===== config.mk =====
export PLATFORM = sky130hd
export DESIGN_NAME = dwc_weight_loader
export DESIGN_NICKNAME = d
export VERILOG_FILES = /design/src/rtl/dwc_pkg.sv /design/src/rtl/dwc_wl_fifo.sv /design/src/rtl/dwc_weight_loader.sv
export SDC_FILE = /design/constraint.sdc
export NUM_CORES = 1
export LEC_CHECK = 0
export CORE_UTILIZATION = 45
export CTS_CLUSTER_DIAMETER = 80
export DETAILED_ROUTE_END_ITERATION = 8
export PLACE_DENSITY = 0.67
export SLEW_MARGIN = 25
export SYNTH_ARGS = -nofsm -noshare
export SYNTH_HDL_FRONTEND = slang
export SYNTH_HIERARCHICAL = 1
export SYNTH_SLANG_ARGS = --single-unit

===== constraint.sdc =====
create_clock -name clk -period 15.6 [get_ports clk]
set_clock_uncertainty 0.1 [all_clocks]
set_input_delay 4.68 -clock clk [delete_from_list [all_inputs] [get_ports clk]]
set_output_delay 4.68 -clock clk [all_outputs]
set_load 0.005 [all_outputs]

===== src/rtl/dwc_pkg.sv =====
// Shared constants for the depthwise-conv tap stream.
package dwc_pkg;

  localparam int NUM_TAPS  = 9;
  localparam int TAP_IDX_W = 4;
  localparam int LANES     = 16;
  localparam int LANE_W    = 8;
  localparam int WORD_W    = LANES * LANE_W;

  // Tap ordering follows the processing unit's column packing:
  // tap = 3*col + row, so taps 0..2 are column 0, rows 0..2.

  // Loader FSM encoding
  localparam logic [1:0] ST_IDLE = 2'd0;
  localparam logic [1:0] ST_LOAD = 2'd1;
  localparam logic [1:0] ST_DONE = 2'd2;

endpackage


===== src/rtl/dwc_wl_fifo.sv =====
// Small synchronous FIFO holding SRAM read returns until they are emitted.
// Push and pop in the same cycle are allowed, including when full.
module dwc_wl_fifo #(
  parameter int DEPTH = 4,
  parameter int WIDTH = 128,
  localparam int CNT_W = $clog2(DEPTH + 1)
) (
  input  logic             clk,
  input  logic             rst_n,
  input  logic             push,
  input  logic             pop,
  input  logic [WIDTH-1:0] wdata,
  output logic [WIDTH-1:0] rdata,
  output logic [CNT_W-1:0] count,
  output logic             empty
);

  localparam int PTR_W = (DEPTH > 1) ? $clog2(DEPTH) : 1;

  logic [WIDTH-1:0] mem [DEPTH];
  logic [PTR_W-1:0] wr_ptr;
  logic [PTR_W-1:0] rd_ptr;

  function automatic logic [PTR_W-1:0] next_ptr(input logic [PTR_W-1:0] p);
    return (p == PTR_W'(DEPTH - 1)) ? '0 : p + 1'b1;
  endfunction

  assign rdata = mem[rd_ptr];
  assign empty = (count == '0);

  // Pointer and occupancy bookkeeping
  // NOTE: sequential state is updated with <= so every flop samples pre-edge values.
  always_ff @(posedge clk or negedge rst_n) begin
    if (!rst_n) begin
      wr_ptr <= '0;
      rd_ptr <= '0;
      count  <= '0;
    end else begin
      if (push) wr_ptr <= next_ptr(wr_ptr);
      if (pop)  rd_ptr <= next_ptr(rd_ptr);
      case ({push, pop})
        2'b10:   count <= count + 1'b1;
        2'b01:   count <= count - 1'b1;
        default: count <= count;
      endcase
    end
  end

  // Storage write
  // NOTE: the data array has no reset; occupancy is tracked by count, so stale words are never read.
  always_ff @(posedge clk) begin
    if (push) mem[wr_ptr] <= wdata;
  end

endmodule


===== src/rtl/dwc_weight_loader.sv =====
// Reads the nine tap words of one channel group from weight SRAM and streams
// them in tap order to the depthwise processing unit. Reads are credit
// limited so the return FIFO can absorb every in-flight word while hold is up.
module dwc_weight_loader #(
  parameter int ADDR_W     = 12,
  parameter int WORD_W     = 128,
  parameter int RD_LAT     = 2,
  parameter int FIFO_DEPTH = 4
) (
  input  logic              clk,
  input  logic              rst_n,
  input  logic              start,
  input  logic [ADDR_W-1:0] base_addr,
  input  logic              hold,
  output logic              busy,
  output logic              done,
  output logic              err_start,
  output logic              mem_rd_en,
  output logic [ADDR_W-1:0] mem_rd_addr,
  input  logic [WORD_W-1:0] mem_rd_data,
  output logic              w_valid,
  output logic [3:0]        w_idx,
  output logic [WORD_W-1:0] w_data
);
  import dwc_pkg::*;

  localparam int CNT_W = $clog2(FIFO_DEPTH + 1);
  localparam int OCC_W = $clog2(FIFO_DEPTH + RD_LAT + 2);

  logic [1:0]           state;
  logic [ADDR_W-1:0]    base_q;
  logic [TAP_IDX_W-1:0] issued;
  logic [TAP_IDX_W-1:0] emitted;
  logic [RD_LAT-1:0]    rd_sr;

  logic              ret_vld;
  logic              pop_now;
  logic              fifo_push;
  logic              fifo_pop;
  logic              fifo_empty;
  logic [CNT_W-1:0]  fifo_count;
  logic [WORD_W-1:0] fifo_rdata;
  logic [WORD_W-1:0] emit_data;
  logic [OCC_W-1:0]  occ;
  logic              credit_ok;
  logic              issue_next;

  assign busy = (state != ST_IDLE);
  assign done = (state == ST_DONE);

  // A word returns from SRAM when the oldest stage of the latency tracker is set.
  assign ret_vld = rd_sr[RD_LAT-1];

  // Emit whenever a word is available (queued or arriving now) and hold is low.
  // An empty FIFO lets the arriving word bypass straight to the output register.
  assign pop_now   = (state == ST_LOAD) && (!fifo_empty || ret_vld) && !hold;
  assign fifo_push = ret_vld && !(pop_now && fifo_empty);
  assign fifo_pop  = pop_now && !fifo_empty;
  assign emit_data = fifo_empty ? mem_rd_data : fifo_rdata;

  // Credit check: words issued but not yet emitted must fit in the FIFO after this edge.
  // NOTE: every variable gets a default at the top of always_comb so no latch is inferred.
  always_comb begin
    occ = OCC_W'(fifo_count) + OCC_W'(mem_rd_en);
    for (int i = 0; i < RD_LAT; i++) begin
      occ = occ + OCC_W'(rd_sr[i]);
    end
    if (pop_now) occ = occ - OCC_W'(1);
    credit_ok  = (occ < OCC_W'(FIFO_DEPTH));
    issue_next = (state == ST_LOAD) && (issued < TAP_IDX_W'(NUM_TAPS)) && credit_ok;
  end

  dwc_wl_fifo #(
    .DEPTH (FIFO_DEPTH),
    .WIDTH (WORD_W)
  ) u_fifo (
    .clk   (clk),
    .rst_n (rst_n),
    .push  (fifo_push),
    .pop   (fifo_pop),
    .wdata (mem_rd_data),
    .rdata (fifo_rdata),
    .count (fifo_count),
    .empty (fifo_empty)
  );

  // Control FSM, read issue, latency tracking and output register
  always_ff @(posedge clk or negedge rst_n) begin
    if (!rst_n) begin
      state       <= ST_IDLE;
      base_q      <= '0;
      issued      <= '0;
      emitted     <= '0;
      rd_sr       <= '0;
      err_start   <= 1'b0;
      mem_rd_en   <= 1'b0;
      mem_rd_addr <= '0;
      w_valid     <= 1'b0;
      w_idx       <= '0;
      w_data      <= '0;
    end else begin
      err_start <= start && (state != ST_IDLE);
      mem_rd_en <= 1'b0;
      rd_sr     <= (rd_sr << 1) | RD_LAT'(mem_rd_en);
      w_valid   <= pop_now;
      if (pop_now) begin
        w_idx   <= emitted;
        w_data  <= emit_data;
        emitted <= emitted + 1'b1;
      end

      case (state)
        ST_IDLE: begin
          if (start) begin
            base_q      <= base_addr;
            issued      <= TAP_IDX_W'(1);
            emitted     <= '0;
            mem_rd_en   <= 1'b1;
            mem_rd_addr <= base_addr;
            state       <= ST_LOAD;
          end
        end
        ST_LOAD: begin
          if (issue_next) begin
            mem_rd_en   <= 1'b1;
            mem_rd_addr <= base_q + ADDR_W'(issued);
            issued      <= issued + 1'b1;
          end
          if (emitted == TAP_IDX_W'(NUM_TAPS)) state <= ST_DONE;
        end
        ST_DONE: state <= ST_IDLE;
        default: state <= ST_IDLE;
      endcase
    end
  end

endmodule

# After elaboration in Yosys (flattened, before gate mapping)
# Memories as Yosys holds them, arrays and structs flattened.
# Index checks and enable logic that the tools add are counted.
# W data, S select, Z words.
[totals]
elab_cells = 81
ram_bits = 512
output_inout_bits = 149
n_memories = 1
ff_bits = 178
[classes]
order_cmp = 2
eq_ne = 10
addsub = 11
reduce_logical = 20
bitwise_logic = 1
muxes = 22
[memory_table]
columns = ["name", "words", "word_bits", "rd", "rd_ports_with_merged_regs", "write_ports", "line_no", "rtl"]
rows = [
  ["u_fifo.mem", 4, 128, 1, 0, 1, "dwc_wl_fifo.sv:20", "logic [WIDTH-1:0] mem [DEPTH];"],
]
[op_table]
columns = ["op", "n"]
rows = [
  ["$mux W128", 1],
  ["$mux W12", 2],
  ["$pmux W12 S2", 1],
  ["$mux W4", 5],
  ["$add A12 B4 Y12", 1],
  ["$add A3 B1 Y3", 3],
  ["$add A4 B1 Y4 const B", 2],
  ["$eq A2 B2 Y1 const B", 4],
  ["$logic_and A1 B1 Y1", 8],
  ["$mux W2", 4],
  ["$pmux W4 S2", 1],
  ["$pmux W3 S2", 1],
  ["$reduce_bool A2 Y1", 3],
  ["$sub A3 B1 Y3 const B", 2],
  ["$add A2 B1 Y2 const B", 2],
  ["$eq A2 B1 Y1 const B", 2],
  ["$eq A4 B4 Y1 const B", 1],
  ["$lt A4 B4 Y1 const B", 1],
  ["$mux W1", 4],
  ["$ne A2 B2 Y1 const B", 2],
  ["$pmux W2 S2", 1],
  ["$reduce_and A2 Y1", 2],
  ["$add A3 B1 Y3 const B", 1],
  ["$logic_not A1 Y1", 3],
  ["9 further kinds", 9],
]

# Longest topological paths before layout
[logic_depth]
ltp_word = 10
depth_mapped = 14
depth_no_buf = 12

# Cells and area by module
# Netlist, hierarchy kept.
[modules_own_cells]
columns = ["module", "seq_area_each_um2", "cells_each", "area_each_um2", "instances"]
rows = [
  ["dwc_wl_fifo", 15549.9, 706, 18883.1, 1],
  ["dwc_weight_loader", 4279.1, 808, 7762.4, 1],
]

# Worst setup path before layout
# Ideal clock, no wire load.
[synth_timing]
kind = "in2reg"
from = "input hold"
to = "memory u_fifo.mem[0][0], enable pin"
slack_ns = 6.186
arrival_time_ns = 8.812
stages = 7
n_path_buf = 2
path_cell_list = "or3b_1 > or2_2 > clkbuf_1 > inv_1 > buf_2 > a21boi_0 > and2_1"
[synth_between]
elab_chain_len = 7
[synth_rtl]
columns = ["item", "line_no", "rtl"]
rows = [
  ["start: declaration", "dwc_weight_loader.sv:14", "input logic hold,"],
  ["$logic_not A1 Y1", "dwc_weight_loader.sv:56", "assign pop_now = (state == ST_LOAD) && (!fifo_empty || ret_vld) && !hold;"],
  ["$logic_and A1 B1 Y1", "dwc_weight_loader.sv:56", ""],
  ["$logic_and A1 B1 Y1", "dwc_weight_loader.sv:57", "assign fifo_push = ret_vld && !(pop_now && fifo_empty);"],
  ["$logic_not A1 Y1", "dwc_weight_loader.sv:57", ""],
  ["$logic_and A1 B1 Y1", "dwc_weight_loader.sv:57", ""],
  ["named net fifo_push", "dwc_weight_loader.sv:38", "logic fifo_push;"],
  ["$mux W1", "dwc_wl_fifo.sv:52", "if (push) mem[wr_ptr] <= wdata;"],
  ["$mux W1 (implied by the code)", "dwc_wl_fifo.sv:52", ""],
  ["end: declaration", "dwc_wl_fifo.sv:20", ""],
]
# The timed path passes the listed nets, and every way through them passes these cells.

# Worst setup path in the final report
[layout_timing]
from = "input hold"
to = "memory u_fifo.mem[1][65], enable pin"
# Same word-level chain as after synthesis.

==> results.md <==
- The run finished with clean final reports.
- The share of the clock period used by the worst path after layout is 59.0%.
- The number of inserted filler cells in the final layout is between 4000 and 5000.
- The clock-pin slew on the worst setup and hold paths is approximately 0.060 ns.
- In this run the standard cell core region covers roughly 58000 µm².
- The sequential cell area is ~20000 µm².
- The setup slack of the worst register-to-register path is ~10 ns.
- The maximum number of pins on one net before global-route repair is 73.
- The max-capacitance violation count is 0.
- The type of the worst min-delay path is register to register.
- The endpoint of the most critical register-to-register path is u_fifo/mem[1][65]$_DFFE_PP_.
- The count of different cell masters after synthesis is a little under 50.
- The number of I/O pins is about 300.
- The total count of hold-check failures in the final report is 0.
- From bottom edge to top edge, the die measures roughly 250 µm.
- Along the worst hold path, the cell count comes to 0.
- The initial antenna violation count was 7.
- The relative slew slack is approximately 33%.
- The startpoint type of the worst setup path is an input pin.
- The area overhead of the layout relative to synthesis is 22.2%.
- The final weighted congestion in routability-driven placement is ~0.76.
- The top cell type by area accounts for 57.7% of the synthesized area.
- The routed layout has 14800 vias.
- The CTS tree is yes.
- The half-perimeter wire length after detailed placement is ~35000 µm.
- The remaining antenna violation count is 0.
- The endpoint type of the worst setup path is a register.
- Global routing consumed, over all layers together, 20.4% of the routing resources.
- Buffers placed on the I/O ports in this run total approximately 290.
- Setup repair after global routing left no endpoint under its margin.
- The effective utilization at floorplan is between 40% and 50%.
- In this run the most critical hold path is launched from rd_sr[0]$_DFF_PN0_.
- The maximum net fanout on the critical path is 70.
- Leaving out fill and tap cells, the most frequent cells in the layout are sky130_fd_sc_hd__edfxtp_1, sky130_fd_sc_hd__clkdlybuf4s50_1, sky130_fd_sc_hd__nand2_1, sky130_fd_sc_hd__dfrtp_1, sky130_fd_sc_hd__nand3_1.
- The number of clock buffers added by TritonCTS is 73.
- The critical path goes through clkdlybuf4s50_1 > or3b_1 > or2_4 > inv_4 > a21boi_0 > and2_4 > buf_6.
- The initialized floorplan defines 88 standard-cell rows.
- The slew at the pin closest to its max-slew limit is 1.00 ns.
- The worst flop-to-flop path startpoint is u_fifo/count[0]$_DFFE_PN0P_.
- The buffer levels on the longest clock path is 3.
- The number of enable-type register cells in the synthesized netlist is between 500 and 600.
- In the routed design, unresolved DRC markers number 0.
- The synthesized netlist occupies a cell area of around 27000 µm².
- The share of the core filled with cells is between 50 and 60%.
- The violation count after the first detailed-route iteration is 1248.
- At the later pin of the worst-skew pair, clock insertion delay measures roughly 0.6 ns.
- The global-route wire length before repair is ~92000 µm.
- The most common cell after layout, fill and taps aside is sky130_fd_sc_hd__edfxtp_1.
- Synthesis inferred just under 700 register bits.
- Adding up every negative setup slack in the final design gives 0 ns.
- On the critical path, the stage with the largest delay is an instance of sky130_fd_sc_hd__and2_4.
- The highest cell delay on the worst timing path is roughly 0.89 ns.
- For hold timing, the worst endpoint is rd_sr[1]$_DFF_PN0_.
- The detailed-route vias per instance is 5.63.
- The number of hold-repair buffers added at the cts stage is 0.
- Counting every net in the synthesized netlist gives 1677.
- VDD sags by at most roughly 0.12 mV.
- The leakage power is 0.0117 µW.
- In the post-synthesis netlist, the biggest area contributors are sky130_fd_sc_hd__edfxtp_1, sky130_fd_sc_hd__dfrtp_1, sky130_fd_sc_hd__mux4_2, sky130_fd_sc_hd__a22oi_1, sky130_fd_sc_hd__nand2_1.
- The shortest clock period the worst path allows after layout is a little over 9 ns.
- Summed over all layers, the routed wires come to a little over 60000 µm.
- The number of levels in the clock H-tree is 3.
- The placed instances occupy a cell area of 30200 µm².
- After clock tree synthesis, the repair step resized 0 gates.
- The clock drives just under 700 sinks.
- The post-layout net count is between 1500 and 2000.
- CTS placed an instance of sky130_fd_sc_hd__clkbuf_16 at the clock tree root.
- The biggest area consumer among synthesized cells is sky130_fd_sc_hd__edfxtp_1.
- After synthesis, flip-flops and latches occupy approximately three quarters of the total area.
- Of all flip-flops after synthesis, the portion carrying an async set or reset was approximately 26%.
- Derived from the worst setup path, the maximum achievable clock frequency is approximately 110 MHz.
- The average detailed-routed wire length per instance is between 20 and 25 µm.
- The proportion of layout cells with a drive suffix above 1 is 14.3%.
- After routing the design area is 32500 µm².
- The pre-antenna-repair detailed-routing pass consisted of 5 iterations.
- The commonest register cell after synthesis is sky130_fd_sc_hd__edfxtp_1.
- The final count of negative-setup-slack endpoints is 0.
- The total count of max-transition violations in the final report came to 0.
- After global routing the overflow that remains totals 0.
- Data arrives at the worst endpoint at around 9.3 ns.
- The design draws around 6600 µW.
- Counting every instance in the synthesized netlist gives 1514.
- The via count of the first global-routing pass came to around 15000.
- The power density normalized to cell area is just over 200 nW/µm².
- The average cell area after synthesis is approximately 18 µm².
- The width of the die is 245 µm.
- The worst endpoint required time is 15.72 ns.
- The post-CTS repair timing setup buffer count is 0.
- The classification of the worst setup path is input pin to register.
- The post-route worst hold slack is slightly above 0.3 ns.
- In the final layout, the multi-input gates occupy about 6300 µm².
- The number of warning messages in the yosys log is 6.
- The worst reg2reg path depth is 7.
- The floorplan step defined a die boundary enclosing about 60000 µm².
flip-flops by register name, summed over array words and instances (netlist names):
signal,count
mem_rd_addr,12
w_valid,1
state,2
u_fifo/wr_ptr,2
u_fifo/mem,512
base_q,12
emitted,4
u_fifo/count,3
mem_rd_en,1
w_data,128
issued,4
err_start,1
w_idx,4
rd_sr,2
u_fifo/rd_ptr,2
worst max-delay path, delay by kind of cell:
family                 cells  cell delay (ns)
and+or+nand+nor            3             1.89
buffers and inverters      3             1.75
AOI/OAI and AO/OA          1             0.79
routing by layer:
metal	GRT usage [%]	vias up	part of all wire, %
li1	-	6509	-
met1	28.5	7621	42
met2	32.8	575	49
met3	4.35	77	8.0
met4	5.28	12	1.5
met5	0	-	0.13
per-stage QoR:
| stage | instances | setup WS (ns) |
|---|---|---|
| 2_1_floorplan | 1514 | 6.19 |
| 3_3_place_gp | 2493 | 5.52 |
| 3_5_place_dp | 2493 | 5.73 |
| 4_1_cts | 2627 | 6.36 |
| 5_1_grt | 2629 | 6.13 |
| 6_report | 2629 | 6.40 |
layout make-up:
class / instances / area share (%)
multi-input cells: 712 / 19.3
diodes: 1 / 0.00769
repair buffers: 309 / 9.46
well taps: 765 / 2.94
clock inverters: 29 / 0.800
flip-flops and latches: 690 / 60.9
inverters: 18 / 0.223
clock buffers: 105 / 6.33
where the power goes:
| part | switching (µW) | internal, µW |
|---|---|---|
| sequential | 289 | 2550 |
| clock | 697 | 974 |
| combinational | 1080 | 1030 |
| total | 2060 | 4560 |
cells by family after synthesis:
kind of cell,Yosys count,share of synthesized area [%]
flops,690,74.4
simple gates,371,6.13
compound gates,175,4.81
mux,137,11.2
buf+inv,112,2.12
fa+ha+maj,19,1.00
xor+xnor,10,0.329
worst max-delay path by stage:
| stage | from | endpoint | slack [ns] | cells after the start |
|---|---|---|---|---|
| detailed placement | hold | u_fifo/mem[1][68]$_DFFE_PP_ | 5.73 | 7 |
| global route | hold | u_fifo/mem[0][3]$_DFFE_PP_ | 6.13 | 7 |
| global placement | hold | u_fifo/mem[1][68]$_DFFE_PP_ | 5.52 | 7 |
| finish | hold | u_fifo/mem[1][65]$_DFFE_PP_ | 6.40 | 7 |
| CTS | hold | u_fifo/mem[1][81]$_DFFE_PP_ | 6.36 | 7 |
| floorplan | hold | u_fifo/mem[0][0]$_DFFE_PP_ | 6.19 | 7 |
cells in the mapped netlist (all sizes together) (2+ instances only):
library cell and count:
dfrtp 178, and2b 2, buf 51, a21o 5, and3 2, nand4 3
a211oi 3, a21oi 9, a22oi 128, fa 4, nor3 4, mux4 128
nor2 19, inv 18, mux2 3, clkbuf 43, o21ai 13, nand3 133
nand2b 5, nor2b 4, or3 2, xnor2 2, and2 5, mux2i 6
xor2 8, ha 15, nand2 189, edfxtp 512, o31ai 5, a31oi 4
Power figures use the tool's default switching activity.
